===== src/rtl/control_pkg.sv =====
// Shared types and encodings for the multi-cycle control unit: FSM states, opcodes,
// ALU operations, ALU operand sources and the decoded control bundle.
package control_pkg;

    typedef enum logic [2:0] {
        StFetch,
        StDecode,
        StExec,
        StMem,
        StWb,
        StErr
    } state_e;

    localparam logic [3:0] OP_LI     = 4'b0000;
    localparam logic [3:0] OP_LD     = 4'b0001;
    localparam logic [3:0] OP_ST     = 4'b0010;
    localparam logic [3:0] OP_MOV    = 4'b0011;
    localparam logic [3:0] OP_ADDSUB = 4'b0100;
    localparam logic [3:0] OP_SHIFT  = 4'b0101;
    localparam logic [3:0] OP_XOR    = 4'b0110;
    localparam logic [3:0] OP_ANDOR  = 4'b0111;
    localparam logic [3:0] OP_BANK   = 4'b1000;
    localparam logic [3:0] OP_JMP    = 4'b1001;
    localparam logic [3:0] OP_BEQ    = 4'b1010;
    localparam logic [3:0] OP_ANDI   = 4'b1011;
    localparam logic [3:0] OP_EXCESS = 4'b1100;
    localparam logic [3:0] OP_LDR    = 4'b1101;
    localparam logic [3:0] OP_STR    = 4'b1110;
    localparam logic [3:0] OP_RDX    = 4'b1111;

    localparam logic [2:0] ALU_ADD    = 3'b000;
    localparam logic [2:0] ALU_SHIFT  = 3'b001;
    localparam logic [2:0] ALU_EXCESS = 3'b010;
    localparam logic [2:0] ALU_XOR    = 3'b011;
    localparam logic [2:0] ALU_AND    = 3'b100;
    localparam logic [2:0] ALU_OR     = 3'b101;
    localparam logic [2:0] ALU_SUB    = 3'b110;
    localparam logic [2:0] ALU_RDX    = 3'b111;

    localparam logic [1:0] SRC_R0  = 2'd0;
    localparam logic [1:0] SRC_R3  = 2'd1;
    localparam logic [1:0] SRC_IMM = 2'd2;

    typedef struct packed {
        logic [3:0] reg_sel;
        logic [2:0] alu_op;
        logic [1:0] alu_src;
        logic       reg_imm;
        logic       mov;
        logic       bank_switch;
        logic       rdx;
        logic       load_regval;
        logic       store_regval;
        logic       mem_rd;
        logic       mem_wr;
        logic       reg_write;
        logic       beq;
        logic       jump;
    } ctrl_t;

endpackage


===== src/rtl/control_decode.sv =====
// Combinational opcode decoder: opcode plus sub-select bit to the control bundle.
module control_decode
    import control_pkg::*;
#(
    parameter int unsigned MCODEBITS = 4
) (
    input  logic [MCODEBITS-1:0] instr,
    input  logic                 addsub,
    output ctrl_t                ctrl
);

    logic [3:0] op;
    assign op = 4'(instr);

    always_comb begin
        ctrl           = '0;
        ctrl.reg_write = 1'b1;
        case (op)
            OP_LI:     begin ctrl.reg_imm = 1'b1; ctrl.alu_src = SRC_IMM; end
            OP_LD:     begin ctrl.mem_rd = 1'b1; ctrl.reg_sel = 4'd2; ctrl.alu_src = SRC_IMM; end
            OP_ST:     begin ctrl.mem_wr = 1'b1; ctrl.reg_write = 1'b0; ctrl.alu_src = SRC_IMM; end
            OP_MOV:    begin ctrl.mov = 1'b1; ctrl.reg_sel = 4'd1; ctrl.alu_src = SRC_R3; end
            OP_ADDSUB: ctrl.alu_op = addsub ? ALU_ADD : ALU_SUB;
            OP_SHIFT:  ctrl.alu_op = ALU_SHIFT;
            OP_XOR:    ctrl.alu_op = ALU_XOR;
            OP_ANDOR:  ctrl.alu_op = addsub ? ALU_AND : ALU_OR;
            OP_BANK:   ctrl.bank_switch = 1'b1;
            OP_JMP:    begin ctrl.jump = 1'b1; ctrl.reg_write = 1'b0; ctrl.alu_src = SRC_IMM; end
            OP_BEQ:    begin
                ctrl.beq       = 1'b1;
                ctrl.reg_write = 1'b0;
                ctrl.alu_op    = ALU_SUB;
                ctrl.alu_src   = SRC_R3;
            end
            OP_ANDI:   begin ctrl.alu_op = ALU_AND; ctrl.alu_src = SRC_IMM; end
            OP_EXCESS: ctrl.alu_op = ALU_EXCESS;
            OP_LDR:    begin
                ctrl.mem_rd      = 1'b1;
                ctrl.load_regval = 1'b1;
                ctrl.reg_sel     = 4'd2;
                ctrl.alu_src     = SRC_R3;
            end
            OP_STR:    begin
                ctrl.mem_wr       = 1'b1;
                ctrl.store_regval = 1'b1;
                ctrl.reg_write    = 1'b0;
                ctrl.alu_src      = SRC_R3;
            end
            OP_RDX:    begin ctrl.rdx = 1'b1; ctrl.alu_op = ALU_RDX; end
            default:   ;
        endcase
    end

endmodule


===== src/rtl/multicycle_control.sv =====
// Multi-cycle sequencing control unit: FETCH/DECODE/EXEC/[MEM]/WB with registered strobes.
// Define CTRL_TIMEOUT_EN to bound MEM waits by TIMEOUT cycles and enter a sticky ERR state.
module multicycle_control
    import control_pkg::*;
#(
    parameter int unsigned OPWIDTH   = 3,
    parameter int unsigned MCODEBITS = 4,
    parameter int unsigned TIMEOUT   = 16
) (
    input  logic                 Clk,
    input  logic                 Reset,
    input  logic                 instr_valid,
    input  logic [MCODEBITS-1:0] instr,
    input  logic                 addsub,
    input  logic                 alu_zero,
    input  logic                 mem_ready,
    output logic                 instr_ready,
    output logic                 busy,
    output logic [3:0]           reg_sel,
    output logic [OPWIDTH-1:0]   alu_op,
    output logic [1:0]           alu_src,
    output logic                 reg_imm,
    output logic                 mov,
    output logic                 bank_switch,
    output logic                 rdx,
    output logic                 load_regval,
    output logic                 store_regval,
    output logic                 mem_rd,
    output logic                 mem_wr,
    output logic                 wr_en,
    output logic                 pc_en,
    output logic                 branch_taken,
    output logic                 jump_en,
    output logic                 err
);

    state_e state;
    ctrl_t  ctrl_d;
    ctrl_t  ctrl_q;

    control_decode #(.MCODEBITS(MCODEBITS)) u_decode (
        .instr  (instr),
        .addsub (addsub),
        .ctrl   (ctrl_d)
    );

    // Mode strobes come straight from the bundle latched on the handshake edge.
    assign reg_sel      = ctrl_q.reg_sel;
    assign alu_op       = OPWIDTH'(ctrl_q.alu_op);
    assign alu_src      = ctrl_q.alu_src;
    assign reg_imm      = ctrl_q.reg_imm;
    assign mov          = ctrl_q.mov;
    assign bank_switch  = ctrl_q.bank_switch;
    assign rdx          = ctrl_q.rdx;
    assign load_regval  = ctrl_q.load_regval;
    assign store_regval = ctrl_q.store_regval;

`ifdef CTRL_TIMEOUT_EN
    localparam int unsigned CntW = ($clog2(TIMEOUT + 1) > 8) ? $clog2(TIMEOUT + 1) : 8;
    logic [CntW-1:0] mem_cnt;
`else
    assign err = 1'b0;
`endif

    always_ff @(posedge Clk) begin
        if (Reset) begin
            state        <= StFetch;
            ctrl_q       <= '0;
            instr_ready  <= 1'b1;
            busy         <= 1'b0;
            mem_rd       <= 1'b0;
            mem_wr       <= 1'b0;
            wr_en        <= 1'b0;
            pc_en        <= 1'b0;
            branch_taken <= 1'b0;
            jump_en      <= 1'b0;
`ifdef CTRL_TIMEOUT_EN
            err          <= 1'b0;
            mem_cnt      <= '0;
`endif
        end else begin
            wr_en        <= 1'b0;
            pc_en        <= 1'b0;
            branch_taken <= 1'b0;
            jump_en      <= 1'b0;
            case (state)
                StFetch: begin
                    if (instr_valid) begin
                        state       <= StDecode;
                        ctrl_q      <= ctrl_d;
                        instr_ready <= 1'b0;
                        busy        <= 1'b1;
                    end
                end
                StDecode: state <= StExec;
                StExec: begin
                    if (ctrl_q.mem_rd || ctrl_q.mem_wr) begin
                        state  <= StMem;
                        mem_rd <= ctrl_q.mem_rd;
                        mem_wr <= ctrl_q.mem_wr;
`ifdef CTRL_TIMEOUT_EN
                        mem_cnt <= '0;
`endif
                    end else begin
                        state        <= StWb;
                        wr_en        <= ctrl_q.reg_write;
                        pc_en        <= 1'b1;
                        branch_taken <= ctrl_q.beq && alu_zero;
                        jump_en      <= ctrl_q.jump;
                    end
                end
                StMem: begin
                    // mem_ready takes priority over an expiring timeout.
                    if (mem_ready) begin
                        state  <= StWb;
                        mem_rd <= 1'b0;
                        mem_wr <= 1'b0;
                        wr_en  <= ctrl_q.reg_write;
                        pc_en  <= 1'b1;
                    end
`ifdef CTRL_TIMEOUT_EN
                    else if (mem_cnt == CntW'(TIMEOUT - 1)) begin
                        state  <= StErr;
                        mem_rd <= 1'b0;
                        mem_wr <= 1'b0;
                        err    <= 1'b1;
                    end else begin
                        mem_cnt <= mem_cnt + 1'b1;
                    end
`endif
                end
                StWb: begin
                    state       <= StFetch;
                    instr_ready <= 1'b1;
                    busy        <= 1'b0;
                end
                default: ;
            endcase
        end
    end

endmodule


===== config.mk =====
export PLATFORM = sky130hd
export DESIGN_NAME = multicycle_control
export DESIGN_NICKNAME = d
export VERILOG_FILES = /design/src/rtl/control_pkg.sv /design/src/rtl/control_decode.sv /design/src/rtl/multicycle_control.sv
export SDC_FILE = /design/constraint.sdc
export NUM_CORES = 1
export LEC_CHECK = 0
export BUFFER_PORTS_ARGS = -buffer_cell sky130_fd_sc_hd__buf_4
export CAP_MARGIN = 40
export CORE_ASPECT_RATIO = 0.5
export CORE_MARGIN = 2
export CORE_UTILIZATION = 45
export CTS_CLUSTER_DIAMETER = 40
export DETAILED_ROUTE_END_ITERATION = 12
export GPL_TIMING_DRIVEN = 0
export MAX_ROUTING_LAYER = met4
export PLACE_DENSITY = 0.81
export RECOVER_POWER = 50
export SYNTH_ARGS = -nofsm -noshare
export SYNTH_HDL_FRONTEND = slang
export SYNTH_SLANG_ARGS = --single-unit

===== constraint.sdc =====
create_clock -name Clk -period 2.1 [get_ports Clk]
set_input_delay 0 -clock Clk [delete_from_list [all_inputs] [get_ports Clk]]
set_output_delay 0 -clock Clk [all_outputs]
set_load 0.02 [all_outputs]

# Yosys cells after proc, flatten, opt, wreduce, memory -nomap -nowiden
# Index checks and enable logic that the tools add are counted.
# word_totals
out_inout_bits	24
ff_bits	31
inputBits	10
word_cells	98
# op_classes
n_bitwise	1
n_reduce_logical	17
n_eq_ne	22
n_mux	35
# op_table
cell	n
4-bit equality test, second input constant	8
3-bit one-hot mux with 8 select lines	1
1-bit 2-to-1 mux	21
4-bit by 3-bit equality test with 1-bit output, second input constant	4
3-bit one-hot mux with 5 select lines	1
3-bit 2-to-1 mux	4
1-bit one-hot mux with 2 select lines	6
4-bit by 2-bit equality test with 1-bit output, second input constant	2
2-bit one-hot mux with 2 select lines	2
4-bit OR reduction	2
3-bit by 2-bit equality test with 1-bit output, second input constant	2
2-bit != test, second input constant	3
3-bit AND reduction	2
5-bit nonzero test	1
5-bit OR reduction	1
4-bit by 1-bit equality test with 1-bit output, second input constant	1
4-bit zero test	1
2-bit AND reduction	2
2-bit nonzero test	2
2-bit OR reduction	2
3-bit by 1-bit equality test with 1-bit output, second input constant	1
3-bit equality test, second input constant	1
3-bit zero test	1
3-bit OR reduction	1
other kinds (3)	3

# Depth between registers and ports, before layout
# logic_depth
word_depth	3
depth_mapped	5
depth_no_buf	4

# Modules after synthesis
# A second synthesis with hierarchy kept.
# unflattened
hier_cells	192
area_unflattened_um2	1470.2
# by_module_without_submodules
module	seq_area_each_um2	cells_each	n_inst	area_each_um2
multicycle_control	620.6	149	1	1227.4
control_decode	0.0	43	1	242.7

# Worst setup path before layout
# Ideal clock, no wire load.
# synth_timing
path_type	reg2reg
start	register state[0]
end	register ctrl_q[2] in the netlist's numbering
synth_period_minus_slack_ns	1.430
setup_slack_ns	0.670
setup_ns	0.128
n_path_buf	2
path_stages_with_launch	6
t_arrival_ns	1.302
required_time_ns	1.972
path_cell_list	dfxtp_1 > or4b_4 > buf_6 > buf_2 > a21oi_1 > nor2_1
# synth_between
elab_chain_len	2
# synth_rtl
element	line	rtl
start, declared	multicycle_control.sv:37	state_e state;
start signal, assigned	multicycle_control.sv:67	state <= StFetch;
start signal, assigned	multicycle_control.sv:89	state <= StDecode;
start signal, assigned	multicycle_control.sv:95	StDecode: state <= StExec;
3-bit zero test	multicycle_control.sv:86	case (state)
2-bit AND reduction (no line)	--	
end signal, assigned	multicycle_control.sv:90	ctrl_q <= ctrl_d;
end, declared	multicycle_control.sv:39	ctrl_t ctrl_q;
# No other way between the ends.
# A chain may end at the register's enable or synchronous reset.

# Final worst setup path
# Same ends and word-level chain as after synthesis.

==> flow_metrics.py <==
metrics = {
    "power": {
        "p_int_w": 0.000822,
        "peakVddDrop_v": 0.000305,
        "seqPwrFrac": 0.476,
        "clockPowerShare": 0.243,
        "power.density_mw_per_mm2": 787,
        "p_leak_nw": 0.610,
        "power_w": 0.00121,
        "swShare": 0.322,
        "p_sw_w": 0.000391,
        "power_frac_comb": 0.281,
    },
    "floorplan": {
        "core_area_mm2": 0.00265,
        "die_width_um": 79.4,
        "io_pins": 34,
        "die_area_mm2": 0.00331,
        "start_util": 0.482,
        "rows": 13,
        "die_h_um": 41.7,
    },
    "layout": {
        "seqCellArea_um2": 541,
        "area_growth_pct": 20.7,
        "multiInputGateArea_um2": 591,
        "drive_gt1_frac": 0.172,
        "diodes": 0,
        "layout.cells.non_filler": 229,
        "fin_nets": 203,
        "num-fill-cells": 258,
    },
    "timing": {
        "max_slew_margin": 0.662,
        "hold_ws_ns": 0.0327,
        "rsz0062_at_grt": "no",
        "hold_viol": 0,
        "final-setup-viol-count": 0,
        "drv_slew": 0,
        "finClkSkew_ns": 0.00385,
        "worst_pin_slew_ns": 0.508,
        "fmax_mhz": 643,
        "tns_ns": 0,
        "fin_crit_sh": 0.740,
        "min_period_ns": 1.55,
    },
    "clock_tree": {
        "clk_latency_ns": 0.27,
        "cts_num_sinks": 27,
        "cts-root-buf": "clkbuf_8",
        "cts_buffers": 3,
        "cts.clk_slew.worst_paths_ns": 0.09,
        "cts_tree": "done",
        "h-tree-depth": 1,
        "clockBufferDepth": 2,
    },
    "critical_path": {
        "worstSetupPathType": "reg -> reg",
        "arrival_ns": 1.71,
        "cp-start-kind": "flop",
        "cp_data_required_time_ns": 2.26,
        "r2r_cells": 5,
        "r2r_setup_slack_ns": 0.55,
        "regToRegStartpoint": "state[0]$_SDFFE_PP0P_",
        "worstPathMaxFanout": 10,
        "endpoint_kind": "flop",
        "r2r-end": "ctrl_q[2]$_SDFFE_PP0P_",
    },
    "grt": {
        "gr-total-overflow": 0,
        "grt_usage": 0.175,
        "grt_pass1_vias": 977,
        "grt_pass1_wl_mm": 4.40,
        "grt_antenna_before_repair": 0,
        "grt_max_degree": 16,
    },
    "routing": {
        "wirelength_mm": 2.75,
        "vias_per_cell": 5.19,
        "drtIter0Drc": 38,
        "routed.top_layer": "met4",
        "first_pass_iters": 4,
        "ant_nets": 0,
        "met1_length_mm": 1.38,
        "wl_per_cell_um": 12.0,
        "vias": 1189,
        "met3WireLength_um": 153,
        "dr_wl_met2_mm": 1.21,
        "drc": 0,
    },
    "synthesis": {
        "synth_seq_area_share": 0.423,
        "synth-adder-area-share": 0,
        "synthCells": 155,
        "yosys_warnings": 0,
        "synth_xor_area_frac": 0,
        "synth.top_cell.area_share": 0.423,
        "synth_top_family_by_area": "simple AND/OR/NAND/NOR gates",
        "synth-seq-cells": 27,
        "synth-simple-area-share": 0.262,
        "syn_area_mm2": 0.00128,
        "synth_cell_type_count": 35,
        "synth_area_leader_cell": "dfxtp_1",
        "muxShareOfSynthArea": 0.00784,
        "synthTopCellsByArea": "dfxtp_1 42%, a21oi_1 7.1%, buf_4 7.1%",
        "synth_compound_area_frac": 0.184,
        "post_synth.cell_area_avg_um2": 8.24,
    },
    "placed_design": {
        "portBuffers": 30,
        "dp_hpwl_mm": 1.99,
        "gp_congestion": 0.869,
        "dpl.cell_count": 224,
    },
    "hold_path": {
        "min_to": "alu_op[1]$_SDFFE_PP0P_",
        "min-delay-start": "instr[0]",
        "hold_depth": 3,
        "hp-class": "in -> reg",
    },
    "flow_run": {
        "maxCapViolations": 0,
    },
    "outcome": {
        "status": "completed",
    },
}
[power by group through the flow]
| stage | Sequential [W] | Combinational [W] | Clock [W] |
|---|---|---|---|
| after global placement | 0.000587 | 0.000352 | 0 |
| after CTS | 0.000577 | 0.000362 | 0.000303 |
| after detailed placement | 0.000590 | 0.000359 | 0 |
| after global routing | 0.000583 | 0.000377 | 0.000328 |
| after floorplan | 0.000602 | 0.000240 | 0 |
| final | 0.000577 | 0.000341 | 0.000295 |
[layout by cell type (no fill, tap or decap), types with 2 or more instances in the layout]
cell type,count
nand4_1,5
nor2b_1,4
nor2_1,19
buf_2,3
nand3_1,4
nand2_1,10
a22o_1,2
and3_1,2
clkbuf_4,2
clkbuf_1,25
o21ai_0,5
buf_4,21
conb_1,3
clkbuf_8,3
a221oi_1,4
nand2b_1,7
nor3_1,4
dfxtp_1,27
a22oi_1,2
a21oi_1,18
inv_1,4
[synth_stat cells]
master and count:
a311oi_1 1, nor4_1 1, nor2_1 19, a22o_1 2, nand2b_1 7, dfxtp_1 27, clkbuf_1 6, inv_1 4
mux2i_1 1, buf_2 3, o2111ai_1 1, a2111o_1 1, and3_1 2, a21oi_1 18, a31oi_1 1, or4b_4 1
buf_6 1, nor3_1 4, nand4_1 5, or4_1 1, nand3_1 4, nand4b_1 1, nor3b_2 1, nor2b_1 4
nand2_1 10, and4_1 1, or3_1 1, a221oi_1 4, or3b_1 1, a22oi_1 2, o21ai_0 5, a221o_1 1
conb_1 1, a21o_1 1, buf_4 12
[flip-flops by register name, indices dropped and copies added, names as in the netlist, 2 cells and up]
| signal | count |
|---|---|
| alu_src | 2 |
| alu_op | 3 |
| ctrl_q | 4 |
| state | 3 |
[critical path: stages (launching register included)]
cell and delay, ns:
dfxtp_1 0.33, or4b_4 0.55, buf_6 0.16, buf_2 0.19, a21oi_1 0.16, nor2_1 0.05
[worst max-delay path by stage]
stage | start | endpoint | depth (start not counted)
floorplan | state[0]$_SDFFE_PP0P_ | ctrl_q[2]$_SDFFE_PP0P_ | 5
global placement | state[1]$_SDFFE_PP0P_ | rdx$_SDFFE_PP0P_ | 5
detailed placement | state[0]$_SDFFE_PP0P_ | rdx$_SDFFE_PP0P_ | 5
CTS | state[0]$_SDFFE_PP0P_ | ctrl_q[2]$_SDFFE_PP0P_ | 5
global route | state[1]$_SDFFE_PP0P_ | ctrl_q[2]$_SDFFE_PP0P_ | 5
finish | state[0]$_SDFFE_PP0P_ | ctrl_q[2]$_SDFFE_PP0P_ | 5
[kinds of logic (layout without fill, tap and decap cells)]
| family | count (synthesis) | in the layout |
|---|---|---|
| flops | 27 | 27 |
| other cells | 1 | 3 |
| simple gates | 63 | 63 |
| compound gates | 37 | 37 |
| buf+inv | 26 | 61 |
| mux | 1 | 1 |
[layout make-up]
class	count	area share
sequential	27	0.351
buffer	22	0.0901
multi-input combinational	104	0.383
inverter	4	0.00974
timing repair buffer	31	0.106
clock inverter	1	0.00325
tap	37	0.0300
clock buffer	3	0.0268
[routing by layer]
layer,vias up,GRT usage
met4,0,0.0448
met5,-,-
li1,605,-
met2,30,0.264
met3,2,0.0478
met1,552,0.233
[through the flow]
stage,setup slack [ns],cell area [um2],util
finish,0.545,1540,0.581
global route,0.458,1540,0.581
CTS,0.544,1610,0.608
detailed placement,0.574,1560,0.587
global placement,0.586,1560,0.587
floorplan,0.670,1280,-
[repair_timing]
item | CTS | global route
gates resized for setup | 0 | 0
hold buffers | 1 | 0
hold endpoints to repair | 1 | 0
setup buffers | 0 | 0
Note: power is estimated with default switching activity, not from simulation.
